<file path="config.mk">
export PLATFORM = sky130hd
export DESIGN_NAME = error_stats_accumulator
export DESIGN_NICKNAME = d
export VERILOG_FILES = /design/src/rtl/error_stats_accumulator.sv
export SDC_FILE = /design/constraint.sdc
export NUM_CORES = 1
export LEC_CHECK = 0
export CORE_MARGIN = 5
export CORE_UTILIZATION = 51
export DETAILED_ROUTE_END_ITERATION = 10
export GPL_TIMING_DRIVEN = 0
export PLACE_DENSITY = 0.86
export SYNTH_ARGS = -nofsm -noshare
export SYNTH_HDL_FRONTEND = slang
export SYNTH_SLANG_ARGS = --single-unit
</file>
<file path="constraint.sdc">
create_clock -name clk -period 3.95 [get_ports clk]
set_input_delay 0.5925 -clock clk [delete_from_list [all_inputs] [get_ports clk]]
set_output_delay 0.5925 -clock clk [all_outputs]
set_load 0.02 [all_outputs]
</file>
<file path="src/rtl/error_stats_accumulator.sv">
// rtl/error_stats_accumulator.sv - per-frame error statistics for a multiplier comparator stage (option: ERR_STATS_SQERR_EN)
module error_stats_accumulator #(
  parameter int N          = 8,
  parameter int FRAME_LOG2 = 8
) (
  input  logic                      clk,
  input  logic                      rst,
  input  logic                      start,
  input  logic                      in_valid,
  output logic                      in_ready,
  input  logic [2*N-1:0]            exact,
  input  logic [2*N-1:0]            approx,
  input  logic [2*N-1:0]            error,
  output logic                      busy,
  output logic                      done,
  output logic [2*N+FRAME_LOG2-1:0] sum_err,
  output logic [2*N-1:0]            max_err,
  output logic [FRAME_LOG2:0]       nz_count,
  output logic                      mismatch
`ifdef ERR_STATS_SQERR_EN
  ,
  output logic [4*N+FRAME_LOG2-1:0] sum_sq_err
`endif
);

  localparam int EW = 2 * N;
  localparam int SW = EW + FRAME_LOG2;
  localparam int CW = FRAME_LOG2 + 1;
  localparam logic [CW-1:0] FRAME_CNT = {1'b1, {FRAME_LOG2{1'b0}}};

  typedef enum logic [1:0] {
    IDLE  = 2'd0,
    ACCUM = 2'd1,
    DONE  = 2'd2
  } state_t;

  state_t          state_q;
  state_t          state_d;
  logic [CW-1:0]   cnt_q;
  logic [CW-1:0]   cnt_inc;
  logic [EW-1:0]   abs_diff;
  logic            accept;
  logic            clear;

  // A sample only lands while collecting; start only counts outside a frame.
  assign accept   = in_valid && (state_q == ACCUM);
  assign clear    = start && (state_q != ACCUM);
  assign cnt_inc  = cnt_q + CW'(1);
  assign abs_diff = (exact >= approx) ? (exact - approx) : (approx - exact);

  // State register; reset wins over everything else.
  always_ff @(posedge clk) begin
    if (rst) begin
      state_q <= IDLE;
    end else begin
      state_q <= state_d;
    end
  end

  // Next-state logic and the state-decoded handshake/status outputs.
  always_comb begin
    state_d  = state_q;
    in_ready = 1'b0;
    busy     = 1'b0;
    done     = 1'b0;
    unique case (state_q)
      IDLE: begin
        if (start) begin
          state_d = ACCUM;
        end
      end
      ACCUM: begin
        in_ready = 1'b1;
        busy     = 1'b1;
        if (accept && (cnt_inc == FRAME_CNT)) begin
          state_d = DONE;
        end
      end
      DONE: begin
        done    = 1'b1;
        state_d = start ? ACCUM : IDLE;
      end
      default: begin
        state_d = IDLE;
      end
    endcase
  end

  // Statistics: cleared by reset or an honoured start, updated on each accepted sample.
  always_ff @(posedge clk) begin
    if (rst || clear) begin
      cnt_q    <= '0;
      sum_err  <= '0;
      max_err  <= '0;
      nz_count <= '0;
      mismatch <= 1'b0;
    end else if (accept) begin
      cnt_q   <= cnt_inc;
      sum_err <= sum_err + SW'(error);
      if (error > max_err) begin
        max_err <= error;
      end
      if (error != '0) begin
        nz_count <= nz_count + CW'(1);
      end
      if (abs_diff != error) begin
        mismatch <= 1'b1;
      end
    end
  end

`ifdef ERR_STATS_SQERR_EN
  logic [2*EW-1:0] err_sq;

  assign err_sq = (2*EW)'(error) * (2*EW)'(error);

  // Sum of squared errors, cleared and advanced alongside the other statistics.
  always_ff @(posedge clk) begin
    if (rst || clear) begin
      sum_sq_err <= '0;
    end else if (accept) begin
      sum_sq_err <= sum_sq_err + (2*EW+FRAME_LOG2)'(err_sq);
    end
  end
`endif

endmodule

</file>
Word level (Yosys, flattened, before mapping)
Cells that the tools add are included.

Register bits: 61. Bits in latches: 0. RAM bits: 0. Bits in read-only memories: 0. Input port bits: 52. Output and inout bits: 53. Word-level logic and storage cells: 37. Memories: 0.

Add/sub/neg operators: 5. Multiply operators: 0. Div/mod/pow operators: 0. Magnitude comparators: 2. Eq/ne operators: 7. Shift operators: 0. Mux-type cells: 7. Bitwise logic cells: 0. Reductions and logical operators: 10.

Operator list (count): $sub 16x16->16 (2); $add 24x16->24 (1); $add 9x1->9 const B (2); $ge 16x16->1 (1); $gt 16x16->1 (1); $mux 16 (1); $ne 16x16->1 (1); $reduce_bool 16->1 (1); $eq 9x9->1 const B (1); $reduce_and 2->1 (4); $pmux 2 s3 (1); $mux 2 (2); $ne 2x1->1 const B (2); $logic_and 1x1->1 (3); $mux 1 (3); $eq 2x1->1 const B (1); $eq 2x2->1 const B (1); $logic_not 2->1 (1); $ne 2x2->1 const B (1); $logic_or 1x1->1 (1).

Depth between registers and ports, before layout
Word-level depth: 5. Depth in mapped cells: 13. Mapped depth without buffers: 13.

Least setup slack after synthesis
Ideal clock, no wire load.

Path type: input -> register. From: input exact[0]. To: register mismatch. Setup time: 119 ps. Arrival time: 3512 ps. Required time: 3831 ps. Path slack: 319 ps. Cell stages on the path: 13. Path buffers: 0. Cells stage by stage: inv_1 ha_1 inv_1 fa_1 a211oi_4 o211ai_2 a31o_2 a21oi_4 mux2i_1 o221ai_1 or4_1 nor4b_2 nor2_1.

Cells in the longest elaborated chain, start to end: 4. Elaborated cells between the ends (all ways): 6. Classes of those cells: 2 x add/sub; 1 x order compare; 1 x eq/ne; 1 x mux; 1 x reduce/logical.

RTL lines: from (decl) (line 11) `input logic [2*N-1:0] exact,`; $sub 16x16->16 / $ge 16x16->1 (equally long branches) (line 49) `assign abs_diff = (exact >= approx) ? (exact - approx) : (approx - exact);`; $mux 16 (*) (line 49); $ne 16x16->1 (*) (line 106) `if (abs_diff != error) begin`; $reduce_and 2->1 (no line) (*); to (signal assigned) (line 96) `mismatch <= 1'b0;`; to (signal assigned) (line 107) `mismatch <= 1'b1;`; to (decl) (line 19) `output logic mismatch`.

Every way passes the cells marked *; elsewhere a longest branch is shown, timed or not. A chain may end at the register's enable or synchronous reset.

Final worst setup path
From: input approx[0]. To: register mismatch.

Cells in the longest elaborated chain, start to end: 4. Elaborated cells between the ends (all ways): 6. Classes of those cells: 2 x add/sub; 1 x order compare; 1 x eq/ne; 1 x mux; 1 x reduce/logical.

RTL lines: from (decl) (line 12) `input logic [2*N-1:0] approx,`; $sub 16x16->16 / $ge 16x16->1 (equally long branches) (line 49); $mux 16 (*) (line 49); $ne 16x16->1 (*) (line 106); $reduce_and 2->1 (no line) (*).

Marks and branches as above.

==> flow_metrics.env <==
export IMPL_status="finished, final reports clean"
export IMPL_syn_num_nets=880
export IMPL_drive_above_1_share_pct=6.43
export IMPL_ys_ff_latch=61
export IMPL_hold_viol=0
export IMPL_grt_pass1_wl_mm=27.2
export IMPL_worst_slack_ns=0.0698
export IMPL_drtIter0Drc=409
export IMPL_grt_pass1_vias=5733
export IMPL_required_ns=4.16
export IMPL_grt_overflow=0
export IMPL_register_area_um2=1220
export IMPL_ff2ff_path_depth=10
export IMPL_synth_warnings=0
export IMPL_gp_congestion=0.954
export IMPL_antenna_found_initial=0
export IMPL_fin_tns_setup_ns=0
export IMPL_cts_sinks=61
export IMPL_grt_max_degree=14
export IMPL_avgRoutedWirePerCell_um=16.5
export IMPL_syn_inst=759
export IMPL_avgSynthCellArea_um2=7.55
export IMPL_dpl_worst_slack_ns=-0.606
export IMPL_cts_tree="yes"
export IMPL_clk_pin_slew_ns=0.06
export IMPL_io_pins=105
export IMPL_final_common_cell="clkdlybuf4s50_1"
export IMPL_cp_start_kind="input port"
export IMPL_mostFrequentLayoutCells="clkdlybuf4s50_1, nand2_1, ha_1"
export IMPL_synthTopCellsByArea="dfxtp_1, ha_1, a21oi_1"
export IMPL_synth_edff_count=0
export IMPL_stdcell_count=1026
export IMPL_seq_area_frac_synth_pct=21.3
export IMPL_n_antenna_cell=0
export IMPL_fill_cells=914
export IMPL_worstPathMaxFanout=6
export IMPL_wl_mm=16.9
export IMPL_synth_top_area_share_pct=21.3
export IMPL_cap_violations=0
export IMPL_area_growth_pct=28.6
export IMPL_cts_root_buf="clkbuf_16"
export IMPL_arrival_ns=4.09
export IMPL_synth_top_family_by_area="compound AO/OA/AOI/OAI gates"
export IMPL_synth_area_leader_cell="dfxtp_1"
export IMPL_die_w_um=116
export IMPL_nNetsFinal=1002
export IMPL_rows=38
export IMPL_drc=0
export IMPL_synth_cell_type_count=60
export IMPL_vias=6078
export IMPL_setup_viol=0
export IMPL_synth_compound_area_share_pct=23.4
export IMPL_place_inst=1003
export IMPL_ir_drop_mv=0.214
export IMPL_die_h_um=116
export IMPL_multiInputGateArea_um2=4160
export IMPL_portBuffers=104
export IMPL_stdcell_area_um2=7360
export IMPL_clk_path_buf_depth=2
export IMPL_cts_buffers=9
export IMPL_fp_coreArea_um2=10900
export IMPL_drt_antenna_violating_nets=0
export IMPL_endpoint_kind="register"
export IMPL_timing_hold_ws_ns=0.475
export IMPL_yosys_mux_area_fraction_pct=1.40
export IMPL_hpwl_mm=12.7
export IMPL_dpl_instance_area_um2=6940
export IMPL_max_freq_ghz=0.258
export IMPL_hold_depth=2
export IMPL_ys_async_sr_fraction_pct=0
export IMPL_tightestPinTransition_ns=0.779
export IMPL_start_util_pct=52.4
export IMPL_path_class="input port to register"
export IMPL_finalCritPeriodShare_pct=98.2
export IMPL_synth_xor_area_share_pct=8.39
export IMPL_synth_ff_type="dfxtp_1"
export IMPL_p_leak_nw=2.98
export IMPL_clk_latency_ns=0.34
export IMPL_clock_tree_htree_level_count=3
export IMPL_hold_path_class="register to register"
export IMPL_firstDrtPassIters=5
export IMPL_die_area_um2=13500
export IMPL_fin_skew_ns=0.0103
export IMPL_grt_usage_pct=25.1
export IMPL_yosys_area_share_simple_pct=23.3
export IMPL_p_per_area_nw_per_um2=301
export IMPL_post_synth_fa_ha_maj_area_fraction_pct=15.5
export IMPL_max_slew_margin_pct=48.1
export IMPL_slew_violations=0
export IMPL_syn_area_um2=5730
export IMPL_period_needed_ns=3.88
export IMPL_avgViaCountPerCell=5.92
==> layout make-up <==
cell class	instances	area share, %
flip-flops and latches	61	16.6
inverters	62	3.16
clock inverters	7	1.43
clock buffers	9	3.06
well taps	140	2.38
repair buffers	111	14.8
multi-input cells	605	56.4
plain buffers	31	2.11
==> metrics by stage <==
step           power (W)  utilization, %
3_3_place_gp     0.00129            63.5
4_1_cts          0.00220            67.0
2_1_floorplan    0.00110               -
3_5_place_dp     0.00130            63.5
5_1_grt          0.00232            67.3
6_report         0.00222            67.3
==> report_power, final <==
group	internal, W	switching (W)	leakage (nW)	total (W)
combinational	0.000301	0.000397	2.33	0.000698
sequential	0.000625	0.00000953	0.493	0.000635
clock	0.000563	0.000322	0.159	0.000885
total	0.00149	0.000729	2.98	0.00222
==> logic make-up (layout without fill, tap and decap cells) <==
| group | Yosys count | count (layout) |
|---|---|---|
| buf+inv | 93 | 220 |
| mux | 8 | 8 |
| simple gates | 268 | 268 |
| fa+ha+maj | 69 | 69 |
| flops | 61 | 61 |
| compound gates | 206 | 206 |
| xor+xnor | 54 | 54 |
==> critical path, stage by stage <==
cell and delay (ns):
clkdlybuf4s50_1 0.49, ha_1 0.18, inv_1 0.07, fa_2 0.40, a211oi_4 0.27, o211ai_2 0.15
a31o_4 0.28, a21oi_4 0.27, mux2i_1 0.34, o211ai_1 0.13, or4_1 0.50, nor4b_2 0.35
nor2_1 0.07
==> cells in the mapped netlist (3+ instances only) <==
| cell type | number |
|---|---|
| clkbuf_1 | 19 |
| nor3_1 | 15 |
| or2_2 | 3 |
| buf_2 | 7 |
| nor2_1 | 41 |
| and3_1 | 11 |
| nand3_1 | 41 |
| buf_6 | 3 |
| dfxtp_1 | 61 |
| fa_1 | 3 |
| a211oi_1 | 6 |
| o221ai_1 | 4 |
| nor2b_1 | 11 |
| nand4_1 | 18 |
| nand3b_1 | 4 |
| ha_1 | 66 |
| nor4_1 | 9 |
| o31ai_1 | 6 |
| o22ai_1 | 3 |
| xor2_1 | 25 |
| and2_1 | 3 |
| or3_1 | 18 |
| or4_1 | 5 |
| a21o_1 | 24 |
| nand2b_1 | 5 |
| a31oi_1 | 5 |
| a2111oi_0 | 5 |
| nand2_1 | 79 |
| mux2i_1 | 8 |
| o21a_1 | 3 |
| xnor2_1 | 28 |
| a31o_2 | 5 |
| a21oi_1 | 65 |
| inv_1 | 62 |
| o21ai_0 | 48 |
| o211ai_1 | 8 |
==> state kept, by name (all words and copies together) (netlist names) <==
name	cells
nz_count	9
sum_err	24
state_q	2
mismatch	1
cnt_q	9
max_err	16
==> metal layers <==
metal  global-route usage (%)  vias up  part of all wire (%)
li1                         -     2968                     -
met2                     41.4      258                    46
met3                     4.54       46                   8.5
met5                        0        -                     0
met4                     9.90        0                   3.1
met1                     32.6     2806                    42
==> repair_timing <==
action	CTS	global route
gates cloned	0	0
hold buffers	0	0
pin swaps	2	7
setup buffers	4	3
resized for setup	5	4
endpoints found under the setup margin	1	1
==> final timing paths <==
check                          start                  endpoint  slack, ns
max                        approx[0]     mismatch$_SDFFE_PP0P_       0.07
min          sum_err[7]$_SDFFE_PP0P_   sum_err[7]$_SDFFE_PP0P_       0.47
max reg2reg  sum_err[1]$_SDFFE_PP0P_  sum_err[23]$_SDFFE_PP0P_       0.88
min reg2reg  sum_err[7]$_SDFFE_PP0P_   sum_err[7]$_SDFFE_PP0P_       0.47
Note: power is estimated with default switching activity, not from simulation.
